`config.mk`:
```
export PLATFORM = sky130hd
export DESIGN_NAME = seq_det_arbiter
export DESIGN_NICKNAME = d
export VERILOG_FILES = /design/src/rtl/seq_det_arbiter.sv
export SDC_FILE = /design/constraint.sdc
export NUM_CORES = 1
export LEC_CHECK = 0
export CAP_MARGIN = 20
export CELL_PAD_IN_SITES_DETAIL_PLACEMENT = 2
export CELL_PAD_IN_SITES_GLOBAL_PLACEMENT = 2
export CORE_MARGIN = 2
export CORE_UTILIZATION = 34
export CTS_BUF_LIST = sky130_fd_sc_hd__clkbuf_4 sky130_fd_sc_hd__clkbuf_8 sky130_fd_sc_hd__clkbuf_16
export DETAILED_ROUTE_END_ITERATION = 16
export PLACE_DENSITY = 0.79
export REMOVE_ABC_BUFFERS = 1
export SETUP_SLACK_MARGIN = 0.5
export SYNTH_ARGS = -nofsm -noshare
export SYNTH_HDL_FRONTEND = slang
export SYNTH_SLANG_ARGS = --single-unit
```
`constraint.sdc`:
```
create_clock -name clk -period 4.19 [get_ports clk]
set_input_delay 1.257 -clock clk [delete_from_list [all_inputs] [get_ports clk]]
set_output_delay 1.257 -clock clk [all_outputs]
set_load 0.02 [all_outputs]
```
`src/rtl/seq_det_arbiter.sv`:
```
// Round-robin scheduler sharing one 101001 detector across N_CH serial streams.
// State | meaning: S0 nothing matched, S1 "1", S2 "10", S3 "101", S4 "1010", S5 "10100".
module seq_det_arbiter #(
  parameter int N_CH  = 4,
  parameter int CNT_W = 3
) (
  input  logic                       clk,
  input  logic                       rst,
  input  logic                       en,
  input  logic [N_CH-1:0]            req_valid,
  input  logic [N_CH-1:0]            req_bit,
  output logic [N_CH-1:0]            req_ready,
  input  logic [N_CH-1:0]            cnt_clr,
  output logic                       tone,
  output logic [$clog2(N_CH)-1:0]    tone_ch,
  output logic [N_CH*CNT_W-1:0]      count,
  output logic [N_CH-1:0]            ovf
);

  localparam int PTR_W = $clog2(N_CH);

  typedef enum logic [2:0] {S0, S1, S2, S3, S4, S5} st_t;

  st_t              st [N_CH];
  st_t              st_nxt;
  logic [CNT_W-1:0] cnt [N_CH];
  logic [PTR_W-1:0] ptr, ptr_nxt, gidx;
  logic [N_CH-1:0]  grant;
  logic             found, match, cur_bit;
  int               idx;

  // Search starts at ptr and wraps; first valid channel wins.
  always_comb begin
    grant = '0;
    gidx  = '0;
    found = 1'b0;
    idx   = 0;
    if (en && !rst) begin
      for (int k = 0; k < N_CH; k++) begin
        idx = (int'(ptr) + k) % N_CH;
        if (!found && req_valid[idx]) begin
          found      = 1'b1;
          gidx       = PTR_W'(idx);
          grant[idx] = 1'b1;
        end
      end
    end
  end

  assign req_ready = grant;

  always_comb begin
    st_nxt  = st[gidx];
    cur_bit = req_bit[gidx];
    match   = 1'b0;
    case (st[gidx])
      S0: st_nxt = cur_bit ? S1 : S0;
      S1: st_nxt = cur_bit ? S1 : S2;
      S2: st_nxt = cur_bit ? S3 : S0;
      S3: st_nxt = cur_bit ? S1 : S4;
      S4: st_nxt = cur_bit ? S3 : S5;
      S5: begin
        // Completing match leaves a trailing "1", so resume at S1 for overlap.
        st_nxt = cur_bit ? S1 : S0;
        match  = cur_bit & found;
      end
      default: st_nxt = S0;
    endcase
    ptr_nxt = ptr;
    if (found) ptr_nxt = (int'(gidx) == N_CH - 1) ? '0 : gidx + 1'b1;
  end

  always_ff @(posedge clk) begin
    if (rst) begin
      for (int i = 0; i < N_CH; i++) begin
        st[i]  <= S0;
        cnt[i] <= '0;
      end
      ptr     <= '0;
      tone    <= 1'b0;
      tone_ch <= '0;
      ovf     <= '0;
    end else begin
      if (found) st[gidx] <= st_nxt;
      ptr  <= ptr_nxt;
      tone <= match;
      if (match) tone_ch <= gidx;
      for (int i = 0; i < N_CH; i++) begin
        // A clear coinciding with a match still counts that match.
        if (cnt_clr[i]) begin
          cnt[i] <= (match && int'(gidx) == i) ? CNT_W'(1) : '0;
          ovf[i] <= 1'b0;
        end else if (match && int'(gidx) == i) begin
          cnt[i] <= cnt[i] + 1'b1;
          if (&cnt[i]) ovf[i] <= 1'b1;
        end
      end
    end
  end

  always_comb begin
    count = '0;
    for (int i = 0; i < N_CH; i++) count[i*CNT_W +: CNT_W] = cnt[i];
  end

endmodule

```
==> reports/qor.yml <==
worst_setup_path:
  startpoint_type: "input port"
  critical_path_class: "in2out"
  ff2ff_setup_slack_ns: 0.28
  cp.required_ns: 2.93
  r2r_cells: 14
  reg2reg_from: "ptr[1]"
  cp-end-kind: "output pin"
  worstPathArrival_ns: 2.98
  r2r-end: "st[2][2]"
  crit_fanout: 6
synthesis:
  synth.largest_area_cell: "edfxtp_1"
  synth_seq_area_share_pct: 36.9
  synth_commonest_cells: "edfxtp_1, nand2_1, nor2_1"
  synth_area_leaders: "edfxtp_1, ha_1, dfxtp_1"
  syn_inst: 242
  synth_top_family_by_area: "simple AND/OR/NAND/NOR gates"
  synth_top_flop_cell: "edfxtp_1"
  synth_area_mm2: 0.00244
  yosysWarnings: 0
  async_flop_share_pct: 0
  synth_cell_types: 62
  synth.most_common_cell: "edfxtp_1"
  synth-compound-area-share_pct: 18.7
  synthSimpleGateAreaFrac_pct: 26.5
  synth_enable_flop_cells: 24
  ys_seq_elements: 33
  synthMuxAreaShare_pct: 4.10
  synthAdderAreaFrac_pct: 7.69
  avgSynthCellArea_um2: 10.1
  synth_xor_area_share_pct: 2.46
  synth_top_area_share_pct: 29.5
die:
  initial_core_util_pct: 35.5
  die_w_um: 88.7
  rows: 30
  fp.dieArea_mm2: 0.00787
  ioPinCount: 38
  die_h_um: 88.7
  coreArea_mm2: 0.00687
sta:
  drv_slew: 0
  period_share_pct: 101
  setup_ws_ns: -0.0466
  finalHoldViolations: 0
  tightest_slew_ns: 0.461
  setup_viol_count_final: 3
  finalCriticalPeriod_ns: 4.24
  relSlewSlack_pct: 69.0
  clock.fmax_ghz: 0.236
  rsz0062_at_grt: "true"
  fin_skew_ns: 0.0134
grt:
  grt_antenna_before_repair: 0
  grt_usage_pct: 31.1
  grt-ovfl-total: 0
  grt_pass1_wl_um: 17600
  grt_start_max_net_pins: 20
  grt_pass1_vias: 2729
route:
  wl_um: 14600
  first_pass_iters: 4
  drtIter0Drc: 102
  wl_met3_um: 666
  post-route-drc-count: 0
  wirelength_met1_um: 5920
  antenna_left: 0
  highest_layer: "met4"
  vias: 2671
  viasPerCell: 5.92
  wire_per_inst_um: 32.4
  met2_length_um: 7480
run_status:
  failed_checks: "negative setup slack"
  outcome: "finished with violations"
min_path:
  worst_hold_path_type: "reg2reg"
  hold_path_startpoint: "ovf[1]"
  min_path_cells: 2
  worstHoldEndpoint: "ovf[1]"
clock_tree:
  clockBufferDepth: 2
  ctsHoldBuffers: 0
  ctsRootBufferMaster: "clkbuf_8"
  h-tree-depth: 2
  clk_latency_ns: 0.30
  cts_inserted_buffers: 5
  cts_sinks: 33
  cts_tree: "built"
  clkTransAtPathRegs_ns: 0.08
finish:
  syn_to_final_growth_pct: 65.1
  drive_above_1_share_pct: 50.1
  antenna_cells: 0
  instances_no_fill: 451
  fin_nets: 384
  final_util_pct: 58.7
flow_run:
  cap_viol_max_count: 0
power_and_ir_drop:
  finalPower_mw: 1.15
  power_density_mw_per_mm2: 286
  p_leak_nw: 1.50
  peakVddDrop_mv: 0.194
place:
  hpwl_um: 6510
  dpl.cell_count: 414
  gp_congestion: 0.821
  portBuffers: 37
==> placed cells by master (no fill, tap or decap), drive strengths merged, types with 7 or more instances in the layout <==
cell / instances
buf: 83
clkdlybuf4s50: 28
edfxtp: 24
nand2: 21
nand3: 18
nor2: 17
ha: 15
o21ai: 14
a21oi: 12
inv: 10
dfxtp: 9
nor3: 9
nand2b: 7
==> kinds of logic (layout without fill, tap and decap cells) <==
kind of cell,Yosys count,count (layout)
compound gates,60,60
flops,33,33
simple gates,104,104
mux,6,7
xor+xnor,6,6
buf+inv,18,130
fa+ha+maj,15,15
==> state kept, by name, summed over array words and instances, names as in the netlist <==
name	count
cnt	12
ovf	4
ptr	2
st	12
tone	1
tone_ch	2
==> worst max path at each step <==
stage | slack, ns | start | endpoint | cells after the start
after floorplan | 0.21 | ptr[0] | req_ready[0] | 7
after global placement | -0.58 | req_valid[2] | req_ready[2] | 7
after detailed placement | -0.71 | req_valid[2] | req_ready[1] | 7
after CTS | 0.23 | req_valid[2] | req_ready[1] | 8
after global routing | -0.07 | req_valid[1] | req_ready[3] | 8
final | -0.05 | req_valid[2] | req_ready[1] | 8
==> cell type report <==
| class | count | area (um2) |
|---|---|---|
| fillers | 652 | 2840 |
| repair buffers | 112 | 1000 |
| clock inverters | 2 | 10.0 |
| flip-flops and latches | 33 | 901 |
| well taps | 96 | 120 |
| clock buffers | 6 | 76.3 |
| multi-input cells | 192 | 1870 |
| inverters | 10 | 45.0 |
==> critical path: stages <==
cell	delay, ns
buf_8	0.11
mux4_2	0.62
nor2b_4	0.27
a22oi_2	0.13
nor2_2	0.18
a221oi_2	0.07
nor2_1	0.17
buf_4	0.17
==> where the power goes <==
part	internal, mW	switching [mW]	total (mW)
registers	0.369	0.0179	0.387
logic	0.214	0.292	0.505
clock network	0.122	0.139	0.261
==> through the flow <==
stage	setup slack (ns)	setup TNS [ns]	hold slack (ns)	cell area, um2
3_3_place_gp	-0.576	-6.51	0.448	3230
3_5_place_dp	-0.709	-13.37	0.465	3230
5_1_grt	-0.0657	-0.170	0.534	4030
6_report	-0.0466	-0.114	0.496	4030
4_1_cts	0.226	0	0.480	3540
2_1_floorplan	0.206	0	0.533	2390
==> metal layers <==
metal / up-vias / global-route usage, %
met5: - / 0
met4: 0 / 12.5
met3: 41 / 6.16
met2: 104 / 54.6
met1: 1377 / 37.1
li1: 1149 / -
==> what timing repair did <==
action	in CTS	in global routing
cloned	1	0
pin swaps	28	31
setup buffers	5	23
gates resized for setup	78	65
setup endpoints to repair	53	47
Note: power is estimated with default switching activity, not from simulation.
